===== src/rtl/vga_timing_gen_pkg.sv =====
// Shared VGA timing constants and elaboration-time helpers for the raster generator.
package vga_timing_pkg;

    localparam int unsigned DEF_H_ACTIVE = 640;
    localparam int unsigned DEF_H_FRONT  = 16;
    localparam int unsigned DEF_H_SYNC   = 96;
    localparam int unsigned DEF_H_BACK   = 48;
    localparam int unsigned DEF_V_ACTIVE = 480;
    localparam int unsigned DEF_V_FRONT  = 10;
    localparam int unsigned DEF_V_SYNC   = 2;
    localparam int unsigned DEF_V_BACK   = 33;
    localparam int unsigned DEF_CLK_DIV  = 4;
    localparam int unsigned DEF_CW       = 10;

    function automatic int unsigned h_total(input int unsigned active, input int unsigned front,
                                            input int unsigned sync, input int unsigned back);
        return active + front + sync + back;
    endfunction

    function automatic int unsigned v_total(input int unsigned active, input int unsigned front,
                                            input int unsigned sync, input int unsigned back);
        return active + front + sync + back;
    endfunction

    function automatic int unsigned sync_start(input int unsigned active, input int unsigned front);
        return active + front;
    endfunction

    // Exclusive end of the sync window.
    function automatic int unsigned sync_end(input int unsigned active, input int unsigned front,
                                             input int unsigned sync);
        return active + front + sync;
    endfunction

    // Bits needed to hold the values 0..count-1 (never less than one bit).
    function automatic int unsigned width_for(input int unsigned count);
        return (count <= 2) ? 1 : $clog2(count);
    endfunction

    localparam int unsigned DEF_H_TOTAL  = h_total(DEF_H_ACTIVE, DEF_H_FRONT, DEF_H_SYNC, DEF_H_BACK);
    localparam int unsigned DEF_V_TOTAL  = v_total(DEF_V_ACTIVE, DEF_V_FRONT, DEF_V_SYNC, DEF_V_BACK);
    localparam int unsigned DEF_HS_START = sync_start(DEF_H_ACTIVE, DEF_H_FRONT);
    localparam int unsigned DEF_HS_END   = sync_end(DEF_H_ACTIVE, DEF_H_FRONT, DEF_H_SYNC);
    localparam int unsigned DEF_VS_START = sync_start(DEF_V_ACTIVE, DEF_V_FRONT);
    localparam int unsigned DEF_VS_END   = sync_end(DEF_V_ACTIVE, DEF_V_FRONT, DEF_V_SYNC);

endpackage


===== src/rtl/vga_timing_gen_pix_clk_en.sv =====
// Pixel-rate enable: divides clk by CLK_DIV while en is high, holding its phase while en is low.
module pix_clk_en
    import vga_timing_pkg::*;
#(
    parameter int unsigned CLK_DIV = DEF_CLK_DIV
) (
    input  logic clk,
    input  logic rst,
    input  logic en,
    output logic tick
);

    localparam int unsigned   DW   = width_for(CLK_DIV);
    localparam logic [DW-1:0] LAST = DW'(CLK_DIV - 1);

    if (CLK_DIV < 1) begin : g_bad_div
        $error("pix_clk_en: CLK_DIV must be at least 1");
    end

    logic [DW-1:0] div;

    // With CLK_DIV=1 the divider is pinned at 0 == LAST, so tick simply follows en.
    always_ff @(posedge clk or posedge rst) begin
        if (rst) begin
            div <= '0;
        end else if (en) begin
            div <= (div == LAST) ? '0 : div + 1'b1;
        end
    end

    assign tick = en && (div == LAST);

endmodule


===== src/rtl/vga_timing_gen.sv =====
// Parametrised VGA raster timing generator: pixel enable, h/v counters and aligned registered outputs.
module vga_timing_gen
    import vga_timing_pkg::*;
#(
    parameter int unsigned H_ACTIVE = DEF_H_ACTIVE,
    parameter int unsigned H_FRONT  = DEF_H_FRONT,
    parameter int unsigned H_SYNC   = DEF_H_SYNC,
    parameter int unsigned H_BACK   = DEF_H_BACK,
    parameter int unsigned V_ACTIVE = DEF_V_ACTIVE,
    parameter int unsigned V_FRONT  = DEF_V_FRONT,
    parameter int unsigned V_SYNC   = DEF_V_SYNC,
    parameter int unsigned V_BACK   = DEF_V_BACK,
    parameter int unsigned CLK_DIV  = DEF_CLK_DIV,
    parameter logic        HS_POL   = 1'b0,
    parameter logic        VS_POL   = 1'b0,
    parameter int unsigned CW       = DEF_CW
) (
    input  logic          clk,
    input  logic          rst,
    input  logic          en,
    output logic          pix_tick,
    output logic          line_start,
    output logic          frame_start,
    output logic          hsync,
    output logic          vsync,
    output logic          video_on,
    output logic [CW-1:0] px,
    output logic [CW-1:0] py
);

    localparam int unsigned H_TOTAL = h_total(H_ACTIVE, H_FRONT, H_SYNC, H_BACK);
    localparam int unsigned V_TOTAL = v_total(V_ACTIVE, V_FRONT, V_SYNC, V_BACK);

    if (64'(H_TOTAL) > (64'd1 << CW)) begin : g_bad_h
        $error("vga_timing_gen: H_TOTAL does not fit in CW bits");
    end
    if (64'(V_TOTAL) > (64'd1 << CW)) begin : g_bad_v
        $error("vga_timing_gen: V_TOTAL does not fit in CW bits");
    end

    // Inclusive bounds keep every comparison inside CW bits even when a total equals 2^CW.
    localparam logic [CW-1:0] H_LAST   = CW'(H_TOTAL - 1);
    localparam logic [CW-1:0] V_LAST   = CW'(V_TOTAL - 1);
    localparam logic [CW-1:0] HA_LAST  = CW'(H_ACTIVE - 1);
    localparam logic [CW-1:0] VA_LAST  = CW'(V_ACTIVE - 1);
    localparam logic [CW-1:0] HS_FIRST = CW'(sync_start(H_ACTIVE, H_FRONT));
    localparam logic [CW-1:0] HS_LAST  = CW'(sync_end(H_ACTIVE, H_FRONT, H_SYNC) - 1);
    localparam logic [CW-1:0] VS_FIRST = CW'(sync_start(V_ACTIVE, V_FRONT));
    localparam logic [CW-1:0] VS_LAST  = CW'(sync_end(V_ACTIVE, V_FRONT, V_SYNC) - 1);

    logic          adv;
    logic          h_wrap;
    logic [CW-1:0] nx;
    logic [CW-1:0] ny;
    logic          hs_win;
    logic          vs_win;
    logic          vis;

    pix_clk_en #(
        .CLK_DIV(CLK_DIV)
    ) u_pix_clk_en (
        .clk (clk),
        .rst (rst),
        .en  (en),
        .tick(adv)
    );

    // Qualifiers are decoded from the next coordinates so they register alongside px/py.
    always_comb begin
        h_wrap = (px == H_LAST);
        nx     = h_wrap ? '0 : px + 1'b1;
        ny     = py;
        if (h_wrap) begin
            ny = (py == V_LAST) ? '0 : py + 1'b1;
        end
        hs_win = (nx >= HS_FIRST) && (nx <= HS_LAST);
        vs_win = (ny >= VS_FIRST) && (ny <= VS_LAST);
        vis    = (nx <= HA_LAST) && (ny <= VA_LAST);
    end

    always_ff @(posedge clk or posedge rst) begin
        if (rst) begin
            px          <= H_LAST;
            py          <= V_LAST;
            hsync       <= ~HS_POL;
            vsync       <= ~VS_POL;
            video_on    <= 1'b0;
            pix_tick    <= 1'b0;
            line_start  <= 1'b0;
            frame_start <= 1'b0;
        end else if (adv) begin
            px          <= nx;
            py          <= ny;
            hsync       <= hs_win ? HS_POL : ~HS_POL;
            vsync       <= vs_win ? VS_POL : ~VS_POL;
            video_on    <= vis;
            pix_tick    <= 1'b1;
            line_start  <= (nx == '0);
            frame_start <= (nx == '0) && (ny == '0);
        end else begin
            pix_tick    <= 1'b0;
            line_start  <= 1'b0;
            frame_start <= 1'b0;
        end
    end

endmodule


===== config.mk =====
export PLATFORM = sky130hd
export DESIGN_NAME = vga_timing_gen
export DESIGN_NICKNAME = d
export VERILOG_FILES = /design/src/rtl/vga_timing_gen_pkg.sv /design/src/rtl/vga_timing_gen_pix_clk_en.sv /design/src/rtl/vga_timing_gen.sv
export SDC_FILE = /design/constraint.sdc
export NUM_CORES = 1
export LEC_CHECK = 0
export BUFFER_PORTS_ARGS = -buffer_cell sky130_fd_sc_hd__buf_2
export CAP_MARGIN = 20
export CORE_MARGIN = 3
export CORE_UTILIZATION = 45
export CTS_BUF_LIST = sky130_fd_sc_hd__clkbuf_8
export DETAILED_ROUTE_END_ITERATION = 8
export PLACE_DENSITY = 0.67
export SLEW_MARGIN = 20
export SYNTH_ARGS = -nofsm -noshare
export SYNTH_HDL_FRONTEND = slang
export SYNTH_HIERARCHICAL = 1
export SYNTH_SLANG_ARGS = --single-unit

===== constraint.sdc =====
create_clock -name clk -period 2.2 [get_ports clk]
set_input_delay 0.44 -clock clk [delete_from_list [all_inputs] [get_ports clk]]
set_output_delay 0.44 -clock clk [all_outputs]
set_load 0.01 [all_outputs]

After elaboration in Yosys (flattened, before gate mapping). Index checks and enable logic that the tools add are counted.

Bits in registers: 28. Word-level logic and storage cells: 37. Bits of input ports: 3.

Mux-type cells: 9. $lt $le $gt $ge: 6. Add/sub/neg operators: 3. Reduce and logical (&&, ||, !) cells: 7. Equality and inequality tests: 3.

Operator list (count): two-way mux 10 bit (3); adder 10 x 1 -> 10 bit (second input constant) (2); equality test 10 bit (second input constant) (2); <= comparator 10 bit (second input constant) (2); <= comparator 10 x 9 -> 1 bit (second input constant) (2); logical NOT 10 bit (2); >= comparator 10 bit (second input constant) (1); >= comparator 10 x 9 -> 1 bit (second input constant) (1); logical AND 1 bit (5); two-way mux 1 bit (5); adder 2 x 1 -> 2 bit (second input constant) (1); equality test 2 bit (second input constant) (1); two-way mux 2 bit (1).

Logic depth before layout (Yosys ltp). Gate-level depths: netlist (run 1).

Depth after elaboration: 6. Depth in mapped cells: 9.

Modules after synthesis. The synthesis (run 1) kept the hierarchy.

By module, submodules not included: vga_timing_gen (seq. area each 665.6 um2, cells an instance 242, times used 1, area an instance 2112.0 um2); pix_clk_en (seq. area each 50.0 um2, cells an instance 8, times used 1, area an instance 100.1 um2).

Worst setup path before layout (run 1). OpenSTA, ideal clock, no wires.

Path kind: register to register. Start point: register px[0]. End point: register video_on. Arrival: 2.310 ns. Required time: 2.105 ns. Setup slack: -0.206 ns. Cell stages (with the launch flop): 9. Clock period less this slack: 2.406 ns. Cells stage by stage: dfstp_2 ha_1 clkbuf_8 nand4b_1 or4_4 o311a_1 o22ai_1 a21oi_1 o32ai_2.

Cells in the longest elaborated chain, start to end: 4. Elaborated cells on any way between the ends: 7. Those cells by class: 1 x add/sub; 2 x order compare; 1 x eq/ne; 2 x mux; 1 x reduce/logical.

Ends and longest elaborated chain: start, declared (RTL line vga_timing_gen.sv:27) `output logic [CW-1:0] px,`; start signal, assigned (RTL line vga_timing_gen.sv:92) `px <= nx;`; adder 10 x 1 -> 10 bit / equality test 10 bit (equally long branches) (RTL line vga_timing_gen.sv:71, vga_timing_gen.sv:70); two-way mux 10 bit, on equally long branches (RTL line vga_timing_gen.sv:71, vga_timing_gen.sv:73); <= comparator 10 bit / <= comparator 10 x 9 -> 1 bit (equally long branches) (RTL line vga_timing_gen.sv:78) `vis = (nx <= HA_LAST) && (ny <= VA_LAST);`; logical AND 1 bit * (RTL line vga_timing_gen.sv:78); end signal, assigned (RTL line vga_timing_gen.sv:96) `video_on <= vis;`; end, declared (RTL line vga_timing_gen.sv:26) `output logic video_on,`.

Every way passes the cells marked *; elsewhere a longest branch is shown, timed or not. A chain may end at the register's enable or synchronous reset.

Worst setup path after layout (run 1).
Start point: register px[1]. End point: register video_on.

Same word-level chain as after synthesis.

==> results of run 1 <==
==> worst paths after layout <==
| kind | from | endpoint | slack, ns | depth (start not counted) |
|---|---|---|---|---|
| worst max-delay path | px[1]$_DFFE_PP1P_ | video_on$_DFFE_PP0P_ | -0.007 | 7 |
| max in group asynchronous | rst | py[3]$_DFFE_PP1P_ | 1.14 | 4 |
| worst max register to register | px[1]$_DFFE_PP1P_ | video_on$_DFFE_PP0P_ | -0.007 | 7 |
| worst min register to register | hsync$_DFFE_PP1P_ | hsync$_DFFE_PP1P_ | 0.53 | 2 |
| worst min-delay path | en | u_pix_clk_en/div[1]$_DFFE_PP0P_ | 0.44 | 2 |
| min in group asynchronous | rst | u_pix_clk_en/div[0]$_DFFE_PP0P_ | 0.55 | 3 |
==> synth_stat cells (2+ instances only) <==
master	number
nor2_1	27
nand2_1	22
dfrtp_1	16
a21oi_1	15
o21ai_0	13
dfstp_2	12
inv_1	12
nand3_1	11
nor3_1	11
xnor2_1	10
clkbuf_8	8
xor2_1	7
nand4_1	6
clkbuf_1	5
ha_1	5
mux2_2	5
nor4_1	4
a2111oi_0	3
a211oi_1	3
a31oi_1	3
buf_6	3
nand4b_1	3
o31ai_1	3
a31o_2	2
a41oi_1	2
and2_1	2
and2_2	2
buf_4	2
bufbuf_16	2
o21a_1	2
o22ai_1	2
or2_2	2
or3_1	2
==> worst max-delay path, stage by stage, from the launching register on <==
cell      delay [ns]
dfstp_2         0.57
ha_4            0.13
nand4b_1        0.12
or4_4           0.49
o311a_1         0.36
o22ai_2         0.16
a21oi_2         0.09
o32ai_2         0.20
==> cells by family (layout without fill, tap and decap cells) <==
family | after synthesis | after routing
simple gates | 102 | 102
compound gates | 59 | 59
buf+inv | 34 | 87
flops | 28 | 28
xor+xnor | 17 | 17
fa+ha+maj | 5 | 5
mux | 5 | 5
==> through the flow <==
stage          setup TNS (ns)  utilization (%)  cells
2_1_floorplan          -0.479                -    250
3_3_place_gp          -0.0241             55.3    361
3_5_place_dp           -0.108             55.3    361
4_1_cts                     0             57.5    367
5_1_grt                -0.265             59.5    368
6_report             -0.00674             59.5    368
==> power breakdown <==
part / internal, mW / switching (mW) / total (mW) / leakage [nW]
clock: 0.244 / 0.165 / 0.409 / 0.0357
sequential: 0.641 / 0.0661 / 0.707 / 0.336
combinational: 0.351 / 0.416 / 0.767 / 0.738
total: 1.24 / 0.647 / 1.88 / 1.11
==> repair_timing <==
action | in CTS | in global routing
setup buffers | 1 | 1
hold buffers | 1 | 0
pin swaps | 2 | 1
hold endpoints to repair | 2 | 0
setup endpoints to repair | 3 | 6
gates resized for setup | 3 | 15
==> layer usage <==
metal | vias up | GRT usage, % | share of wire (%)
li1 | 1004 | - | -
met1 | 976 | 28.8 | 48
met2 | 85 | 28.8 | 45
met3 | 11 | 3.55 | 6.0
met4 | 0 | 3.80 | 0.79
met5 | - | 0 | 0
==> state kept, by name, indices dropped and copies added (netlist names) <==
register	count
line_start	1
frame_start	1
pix_tick	1
video_on	1
px	10
vsync	1
u_pix_clk_en/div	2
hsync	1
py	10
==> area by class of cell <==
class	count	area share [%]
multi-input cells	188	48.7
flip-flops and latches	28	26.5
repair buffers	71	17.4
well taps	65	3.02
inverters	12	1.67
clock buffers	3	1.53
clock inverters	1	1.11
==> reports/summary.md, run 1 <==
The x dimension of the die came out at 76.1 µm. Share of the yosys chip area belonging to registers: 32.4%. The clock arrives with 0.00221 ns of skew.

In the routed design, unresolved DRC markers number 0. The root buffer cell chosen for the clock tree is clkbuf_8. In this run the worst hold path is classified as primary input to register. The first detailed-routing pass ran for 7 iterations. The tools report the element type at the critical path end as a register.

The area growth from synthesis to layout is 21.9%. The multi-input combinational cells in the finished layout cover a total of 1310 µm². Data on the critical path arrives at its endpoint at 2.40 ns. Most common cell after layout, fill and taps aside: buf_4. The net total in the final layout was 312.

The synthesized netlist occupies a cell area of 2210 µm². The first global-routing pass estimated 9.37 mm of wire. In the synthesized netlist, the number of instances is 250. Measured along the y axis, the die boundary spans 76.1 µm.

The xor and xnor fraction of the mapped netlist area was 6.73%. The placement-stage cell area came out at 2510 µm². Global routing used 19.2% of the available tracks across all layers. The synthesized netlist devotes 24.2% of its cell area to simple gates.

In the routed layout, each cell is associated on average with a via count of 5.64. After synthesis, the largest family of logic cells by area is simple AND/OR/NAND/NOR gates. Summed over all nets, the half-perimeter wirelength after detailed placement is 4.14 mm. The clock latency of the later-clocked register in the worst-skew pair is 0.28 ns, and the number of maximum-capacitance violations is 0. Setup repair after global routing could not meet its margin everywhere.

Hold timing on the final database bottoms out at a slack of 0.437 ns. The completed layout was analyzed and its total power is 1.88 mW. Of the cells placed in the final design, the portion with a size suffix greater than 1 is 39.9%.

The compound-cell area share of the yosys netlist came out at 17.9%. The finished layout cell area was 2700 µm². For the fill cell total of the finished layout, the log shows 408. For this design the top-level I/O count stands at 29. The tools report the startpoint type of the worst setup path as a register. The number of nets in the synthesized netlist is 258. The number of antenna violations at the first check in global routing is 0, and the number of global-route vias before repair is 1,886.

Post-route worst setup slack: -0.00674 ns. Counting flops and latches in the post-synthesis netlist gives 28. The final count of hold timing violations came out at 0.

The die covers 5790 µm². The logs give 0 for the number of max-slew violations in the final report and 224 for the number of DRC markers after the initial detailed-route iteration. The number of enable flip-flop cells after synthesis works out to 0. Entering global routing, the biggest net connects 27 pins. Timing would allow up to 0.453 GHz.

The region available for standard cell placement spans 4530 µm². The cell area power density is 698 nW/µm², and the area share of the largest cell type after synthesis is 18.1%. The area share of fa/ha/maj cells after synthesis was 2.83%. By startpoint and endpoint, the worst setup path is classified as register to register. Of the post-synthesis cell area, the part taken by muxes is 2.55%. The tools report the initial standard-cell utilization of the core as 48.8%.

No sink is reached through more buffers than the 2 on the longest clock path. The final setup violation count was 1. For the pin with the worst max-slew slack, the measured transition is 0.422 ns. Yosys printed 6 warnings.

The final reports fail on setup timing. Ranked by total cell area, the synthesized netlist is headed by dfrtp_1 (18%), dfstp_2 (14%), clkbuf_8 (5.0%), nor2_1 (4.6%), xnor2_1 (4.0%). For the maximum level of the CTS H-tree, the log shows 1. The flow ran to the end, but the final reports show violations.

Clock-pin slew was measured on the worst setup and hold paths at 0.10 ns. The average cell area after synthesis was 8.85 µm². The diode insertion count for antenna repair came out at 0. Global routing finished with a remaining overflow of 0.

The final layout contains routed wiring with a total length of 5.59 mm. TritonCTS built the clock tree. In the synthesized netlist the async set-or-reset flop fraction comes to 100%. In the layout the commonest cells are buf_4 (41), buf_2 (28), nor2_1 (26), nand2_1 (22), dfrtp_1 (16).

Across all layers, the routed design uses 2,076 vias. Counting every sink on the clock net gives 28. Across the VDD grid, the largest voltage drop is 496 µV.

The fraction of the cycle the final worst path needs is 100%, and the required time of the critical path is 2.39 ns. In the final layout, flip-flops and latches occupy 716 µm². The final critical delay including setup and external delays was 2.21 ns; the wire length per cell was 15.2 µm. Synthesis instantiated 56 different standard cells from the library. Along the worst path, the maximum fanout reaches 5. Prior to clock tree synthesis, the placed netlist has a worst setup slack of -0.0723 ns.

dfrtp_1 takes more of the synthesized area than any other cell. The dominant register cell in the synthesized netlist is dfrtp_1. Counting the buffers created by CTS gives 3.

Buffers placed on the I/O ports in this run total 28. Once detail routing completed, the nets flagged for antenna violations numbered 0. Summed over all cells, the static leakage comes to 1.11 nW. The relative slew slack is 71.7%. The floorplan has 24 rows.

At the end of routability-driven placement, the weighted congestion stood at 0.946.
Power figures use the tool's default switching activity.
==> run 2, diff against run 1 <==
Settings changed: BUFFER_PORTS_ARGS -buffer_cell sky130_fd_sc_hd__buf_2 to default, DONT_BUFFER_PORTS from default to 1, PLACE_DENSITY 0.67 to default.
==> reports/summary.md, run 2 (synthesis results as in run 1) <==
The flow ran to the end, but the final reports show violations. The final reports fail on setup timing. The peak fanout along the critical path came out at 5 (unchanged).

The logs give 1,900 (+0.74%) for the number of global-route vias before repair and 2.39 ns (about the same) for the required time of the critical path. The clock latency of the later-clocked register in the worst-skew pair was 0.28 ns (about the same); the growth of design area from synthesis to finish was 19.8%. The setup TNS after final layout is -0.0536 ns (-0.0469 ns), and the net total in the final layout is 294 (-5.8%). The clock transition at the registers of the reported paths is 0.10 ns (about the same).

The number of clock buffers inserted by TritonCTS came out at 3 (unchanged). Most common cell after layout, fill and taps aside: buf_4. Transition time of the tightest slew-check pin: 0.488 ns (+0.0659 ns). The worst setup path is captured at a register.

The logs give 2450 µm² (-2.3%) for the placement-stage cell area and 0 (unchanged) for the number of DRC violations after detailed routing. Number of port buffers: 0 (-100%). The via density per instance is 5.72 (+1.3%), and the diode insertion count for antenna repair is 0 (unchanged). The largest registers in the layout are px x10, py x10, u_pix_clk_en/div x2. The number of cells after detailed placement is 344 (-4.7%), and the upper clock frequency limit is 0.447 GHz (-1.4%). The tools report the maximum number of pins on one net before global-route repair as 27 (unchanged). The share of layout cells above drive strength 1 was 35.8% (-4.1 points). The run gives -0.0374 ns (-0.0306 ns) as the post-route worst setup slack. The tools report the capturing point of the worst reg2reg path as frame_start$_DFF_PP0_.

Reg-to-reg critical path startpoint: px[0]$_DFFE_PP1P_. The worst setup skew after layout came out at 0.00706 ns (+0.00485 ns). The reg-to-reg setup timing slack was -0.04 ns (-0.03 ns); the area of the die was 5790 µm² (unchanged). The wire length per cell works out to 16.0 µm (+5.4%). Fraction of the cycle the final worst path needs: 102% (+1.4 points). Final critical delay including setup and external delays: 2.24 ns (+0.0306 ns).

The total vias in the final route came out at 2,001 (-3.6%). Detailed-route wire length: 5.60 mm (+0.23%). The tools report the number of DRC markers after the initial detailed-route iteration as 174 (-22%). The number of antenna violations at the first check in global routing was 0 (unchanged). The final count of hold timing violations came out at 0 (unchanged). Following the worst setup path forward leads to its endpoint at frame_start$_DFF_PP0_. The count of antenna-violating nets left after detailed routing was 0 (unchanged); the number of sinks driven by the clock tree was 28 (unchanged).

The fill cell total of the finished layout was 415 (+1.7%). The count of TritonRoute iterations in the first routing pass is 4 (-3), and the number of maximum-capacitance violations is 0 (unchanged). The worst ir drop on vdd came out at 483 µV (-2.5%). The cell area power density is 693 nW/µm² (-0.69%), and the length in cells of the worst reg-to-reg path is 7 (unchanged). The relative slew slack came out at 67.4% (-4.3 points).

The number of top-level pins was 29 (unchanged). The library cells used most frequently in the layout, excluding fill and tap cells, are buf_4 (51), nor2_1 (26), nand2_1 (20), dfrtp_1 (16). Finished layout cell area: 2650 µm² (-1.7%). TritonCTS built the clock tree. Setup repair after global routing could not meet its margin everywhere.

The tools report the number of rows created at floorplan as 24 (unchanged). The initial standard-cell utilization of the core is 48.8% (unchanged), and the die extent in y is 76.1 µm (unchanged). The standby leakage power is 1.05 nW (-5.7%). The first-pass GRT wire length is 9.34 mm (-0.37%). For the maximum level of the CTS H-tree, the log shows 1 (unchanged).

The tools report the start point of the critical path as px[0]$_DFFE_PP1P_. The tightest min-delay check is of the primary input to async pin type. The core outline area is 4530 µm² (unchanged), and the final weighted congestion in routability-driven placement is 0.893 (-5.6%). The final setup violation count is 3 (+2).

Post-detailed-placement half-perimeter wirelength: 4.20 mm (+1.4%). For the global-route total usage across every layer, the log shows 19.4% (+0.15 points). The run gives 2 (unchanged) as the maximum clock insertion buffer count. The minimum setup slack after placement is -0.123 ns (-0.0511 ns).

Number of max-slew violations in the final report: 0 (unchanged). Count of non-filler cells in the finished layout: 350 (-4.9%). By startpoint and endpoint, the worst setup path is classified as register to register.

The tools report the total congestion overflow after global routing as 0 (unchanged). In this run the clock root is driven by a clkbuf_8. STA classifies the critical path startpoint as a register. The x dimension of the die was 76.1 µm (unchanged). Data arrival time at the worst-slack endpoint: 2.43 ns (+0.03 ns).
run 2: area by class of cell:
class | instances | area, µm² | share of cell area (%)
clock buffers | 3 | 41.3 | 1.56
well taps | 65 | 81.3 | 3.07
inverters | 12 | 45.0 | 1.70
flip-flops and latches | 28 | 716 | 27.0
repair buffers | 53 | 404 | 15.3
multi-input cells | 188 | 1330 | 50.3
clock inverters | 1 | 30.0 | 1.13
run 2: worst min path at each step:
| stage | start | end | slack (ns) | cells past startpoint |
|---|---|---|---|---|
| 3_5_place_dp | rst | u_pix_clk_en/div[0]$_DFFE_PP0P_ | 0.19 | 1 |
| 2_1_floorplan | rst | u_pix_clk_en/div[0]$_DFFE_PP0P_ | 0.18 | 1 |
| 3_3_place_gp | rst | u_pix_clk_en/div[1]$_DFFE_PP0P_ | 0.19 | 1 |
| 4_1_cts | rst | pix_tick$_DFF_PP0_ | 0.11 | 2 |
| 5_1_grt | rst | pix_tick$_DFF_PP0_ | 0.12 | 2 |
| 6_report | rst | px[7]$_DFFE_PP0P_ | 0.10 | 2 |
run 2: critical path, cell delays in order, from the launching register on:
cell       delay (ns)
dfstp_2          0.57
ha_4             0.13
nand4b_1         0.13
or4_4            0.49
nor2_4           0.14
nand3b_1         0.13
a2111oi_4        0.33
nor4b_4          0.23
run 2: metal layers:
layer / wire length [µm] / share of wire, % / vias to the layer above / track usage, %
met5: 0 / 0 / - / 0
met3: 478 / 8.5 / 4 / 5.20
met1: 2630 / 47 / 962 / 27.7
met2: 2470 / 44 / 70 / 29.7
met4: 28 / 0.50 / 0 / 3.26
li1: - / - / 965 / -
run 2: repair_timing:
| item | in CTS | in global routing |
|---|---|---|
| hold buffers | 1 | 0 |
| setup endpoints to repair | 3 | 8 |
| pin swaps | 4 | 1 |
| gates resized for setup | 7 | 15 |
| hold endpoints to repair | 2 | 0 |
| buffers inserted | 0 | 1 |
run 2: per-stage QoR:
step,util [%],power [mW],hold WS (ns)
finish,58.4,1.84,0.102
global route,58.4,1.96,0.116
CTS,56.6,1.85,0.107
detailed placement,54.1,1.43,0.190
global placement,54.1,1.42,0.189
floorplan,-,1.25,0.181
run 2: power breakdown:
group / internal, mW / leakage, nW / switching, mW / total (mW)
Clock: 0.244 / 0.0357 / 0.162 / 0.406
Combinational: 0.329 / 0.675 / 0.386 / 0.715
Sequential: 0.641 / 0.336 / 0.0764 / 0.717
Total: 1.21 / 1.05 / 0.624 / 1.84
==> run 3, diff against run 2 <==
Settings changed: CORE_MARGIN 3 to 10, CTS_BUF_LIST sky130_fd_sc_hd__clkbuf_8 to sky130_fd_sc_hd__clkbuf_2 sky130_fd_sc_hd__clkbuf_4 sky130_fd_sc_hd__clkbuf_8.
==> reports/summary.md, run 3 (synthesis results as in run 1) <==
The flow ran to the end, but the final reports show violations. The final reports fail on setup timing. The maximum level of the CTS H-tree was 1 (unchanged); the number of port buffers was 0 (unchanged). The library cells used most frequently in the layout, excluding fill and tap cells, are buf_4 (45), nor2_1 (26), nand2_1 (21), dfrtp_1 (16), a21oi_1 (13). The startpoint type of the worst setup path was a register. Count of TritonRoute iterations in the first routing pass: 5 (+1). The run gives 55.5% (-2.9 points) as the share of the core filled with cells. The fill cell total of the finished layout came out at 430 (+3.6%). In the final layout, the registers with the most flip-flops are px x10, py x10, u_pix_clk_en/div x2. The peak fanout along the critical path was 4 (-1); the minimum setup slack after placement was -0.0912 ns (+0.0322 ns). The run gives 353 (+0.86%) as the count of non-filler cells in the finished layout. The net total in the final layout came out at 295 (+0.34%). The total power after layout is 1.74 mW (-5.2%).

The number of rows created at floorplan was 25 (+4.2%); the number of clock buffers inserted by TritonCTS was 3 (unchanged). The run gives 340 (-1.2%) as the number of cells after detailed placement. The worst setup path is captured at a register. The share of layout cells above drive strength 1 is 35.7% (-0.13 points), and the initial standard-cell utilization of the core is 46.5% (-2.3 points). For the placement-stage cell area, the log shows 2430 µm² (-0.71%). The data arrival time at the worst-slack endpoint is 2.47 ns (+0.04 ns). The fraction of the cycle the final worst path needs is 103% (+1.5 points), and the final critical delay including setup and external delays is 2.27 ns (+0.0336 ns). The die extent in y is 90.1 µm (+18%). The final weighted congestion in routability-driven placement was 0.868 (-2.9%); the standby leakage power was 1.06 nW (+1.2%). The post-route worst setup slack came out at -0.0710 ns (-0.0336 ns). The number of max-slew violations in the final report came out at 0 (unchanged). The logs give 5.94 mm (+6.1%) for the detailed-route wire length and 1,881 (-1.0%) for the number of global-route vias before repair. For the post-detailed-placement half-perimeter wirelength, the log shows 4.28 mm (+1.8%).

For the number of antenna violations at the first check in global routing, the log shows 0 (unchanged). The worst setup skew after layout is 0.0101 ns (+0.00306 ns). First-pass GRT wire length: 9.73 mm (+4.2%).

The min-delay analysis places its worst path in the category primary input to async pin. The relative slew slack came out at 65.9% (-1.5 points). The cell at the root of the clock tree was clkbuf_8. The final count of hold timing violations is 0 (unchanged), and the wire length per cell is 16.8 µm (+5.2%). The transition time of the tightest slew-check pin is 0.508 ns (+0.0203 ns). The count of antenna-violating nets left after detailed routing is 0 (unchanged). The run gives 295 (+70%) as the number of DRC markers after the initial detailed-route iteration. The number of maximum-capacitance violations came out at 0 (unchanged).

Setup repair after global routing could not meet its margin everywhere. The number of DRC violations after detailed routing was 0 (unchanged). The total vias in the final route is 2,018 (+0.85%), and the delay of the slowest cell on the worst path is 0.57 ns (about the same). The length in cells of the worst reg-to-reg path works out to 8 (+1).

The cell area power density is 660 nW/µm² (-4.9%). The clock latency of the later-clocked register in the worst-skew pair was 0.29 ns (about the same); the maximum clock insertion buffer count was 2 (unchanged). The total congestion overflow after global routing was 0 (unchanged); the maximum number of pins on one net before global-route repair was 27 (unchanged). Reg-to-reg critical path startpoint: px[1]$_DFFE_PP1P_. The worst ir drop on vdd came out at 453 µV (-6.2%).

Capturing point of the worst reg2reg path: video_on$_DFFE_PP0P_. The run gives 0 (unchanged) as the diode insertion count for antenna repair. The family of cells with the greatest summed delay on the critical path is compound AO/OA/AOI/OAI gates. The run gives -0.07 ns (-0.03 ns) as the reg-to-reg setup timing slack. Sum of buffers and inverters on the critical path: 1 (+1).

The clock transition at the registers of the reported paths is 0.11 ns (about the same). For the core outline area, the log shows 4750 µm² (+4.9%). Compared with the post-synthesis result, the final layout area differs by 19.3%.

The run gives 1300 µm² (-2.6%) as the area of combinational cells with multiple inputs. The x dimension of the die was 90.1 µm (+18%); the area used by sequential logic in the layout was 716 µm² (unchanged). The global-route total usage across every layer came out at 14.1% (-5.3 points).

The critical setup path kind is register to register. For the number of top-level pins, the log shows 29 (unchanged). Number of sinks driven by the clock tree: 28 (unchanged). The library cell used most frequently in the layout, excluding fill and tap cells, is buf_4. The area of the die is 8120 µm² (+40%), and the final setup violation count is 3 (unchanged). Finished layout cell area: 2640 µm² (-0.38%). TritonCTS built the clock tree. The signal on the critical path passes through ha_4 > nand4b_1 > or4_4 > buf_6 > o311a_1 > o22ai_2 > a21oi_2 > o32ai_2.

The via density per instance came out at 5.72 (about the same). The upper clock frequency limit was 0.440 GHz (-1.5%). On the critical path, the stage with the largest delay is an instance of dfstp_2.

The required time of the critical path came out at 2.40 ns (about the same).
[run 3: per-layer routing]
metal | up-vias | part of all wire (%) | wire [µm] | global-route usage (%)
li1 | 968 | - | - | -
met1 | 949 | 44 | 2600 | 19.8
met2 | 94 | 45 | 2650 | 20.9
met3 | 7 | 11 | 627 | 3.74
met4 | 0 | 1.1 | 63 | 3.05
met5 | - | 0 | 0 | 0
[run 3: area by class of cell]
type	instances	share of cell area [%]
inverters	12	1.71
well taps	67	3.18
flip-flops and latches	28	27.1
clock buffers	4	1.85
multi-input cells	188	49.1
repair buffers	54	17.0
[run 3: metrics by stage]
stage / hold slack [ns] / setup TNS, ns
floorplan: 0.181 / -0.479
detailed placement: 0.189 / -0.163
CTS: 0.0992 / -0.286
finish: 0.0875 / -0.156
global placement: 0.187 / -0.0241
global route: 0.127 / -0.567
[run 3: worst register-to-register path, delay by kind of cell (launching register included)]
family,cells,cell delay [ns]
compound gates,4,0.76
fa+ha+maj,1,0.13
buf+inv,1,0.14
flops,1,0.57
simple gates,2,0.60
[run 3: how the worst max path moves through the flow]
stage | from | to | slack (ns) | cells past startpoint
detailed placement | px[1]$_DFFE_PP1P_ | frame_start$_DFF_PP0_ | -0.09 | 8
CTS | px[1]$_DFFE_PP1P_ | video_on$_DFFE_PP0P_ | -0.07 | 8
global route | px[1]$_DFFE_PP1P_ | video_on$_DFFE_PP0P_ | -0.20 | 8
finish | px[1]$_DFFE_PP1P_ | video_on$_DFFE_PP0P_ | -0.07 | 8
global placement | px[1]$_DFFE_PP1P_ | vsync$_DFFE_PP1P_ | -0.009 | 8
floorplan | px[1]$_DFFE_PP1P_ | frame_start$_DFF_PP0_ | -0.14 | 8
[run 3: repair_timing]
action                     CTS  global route
resized for setup            7            14
pin swaps                    2             3
buffers inserted             6             2
hold buffers                 1             0
setup endpoints to repair    3            12
gates cloned                 0             1
hold endpoints to repair     2             0
[run 3: where the power goes]
group | switching (mW) | leakage [nW] | internal (mW)
clock | 0.174 | 0.0262 | 0.143
sequential | 0.0763 | 0.336 | 0.641
combinational | 0.386 | 0.697 | 0.321
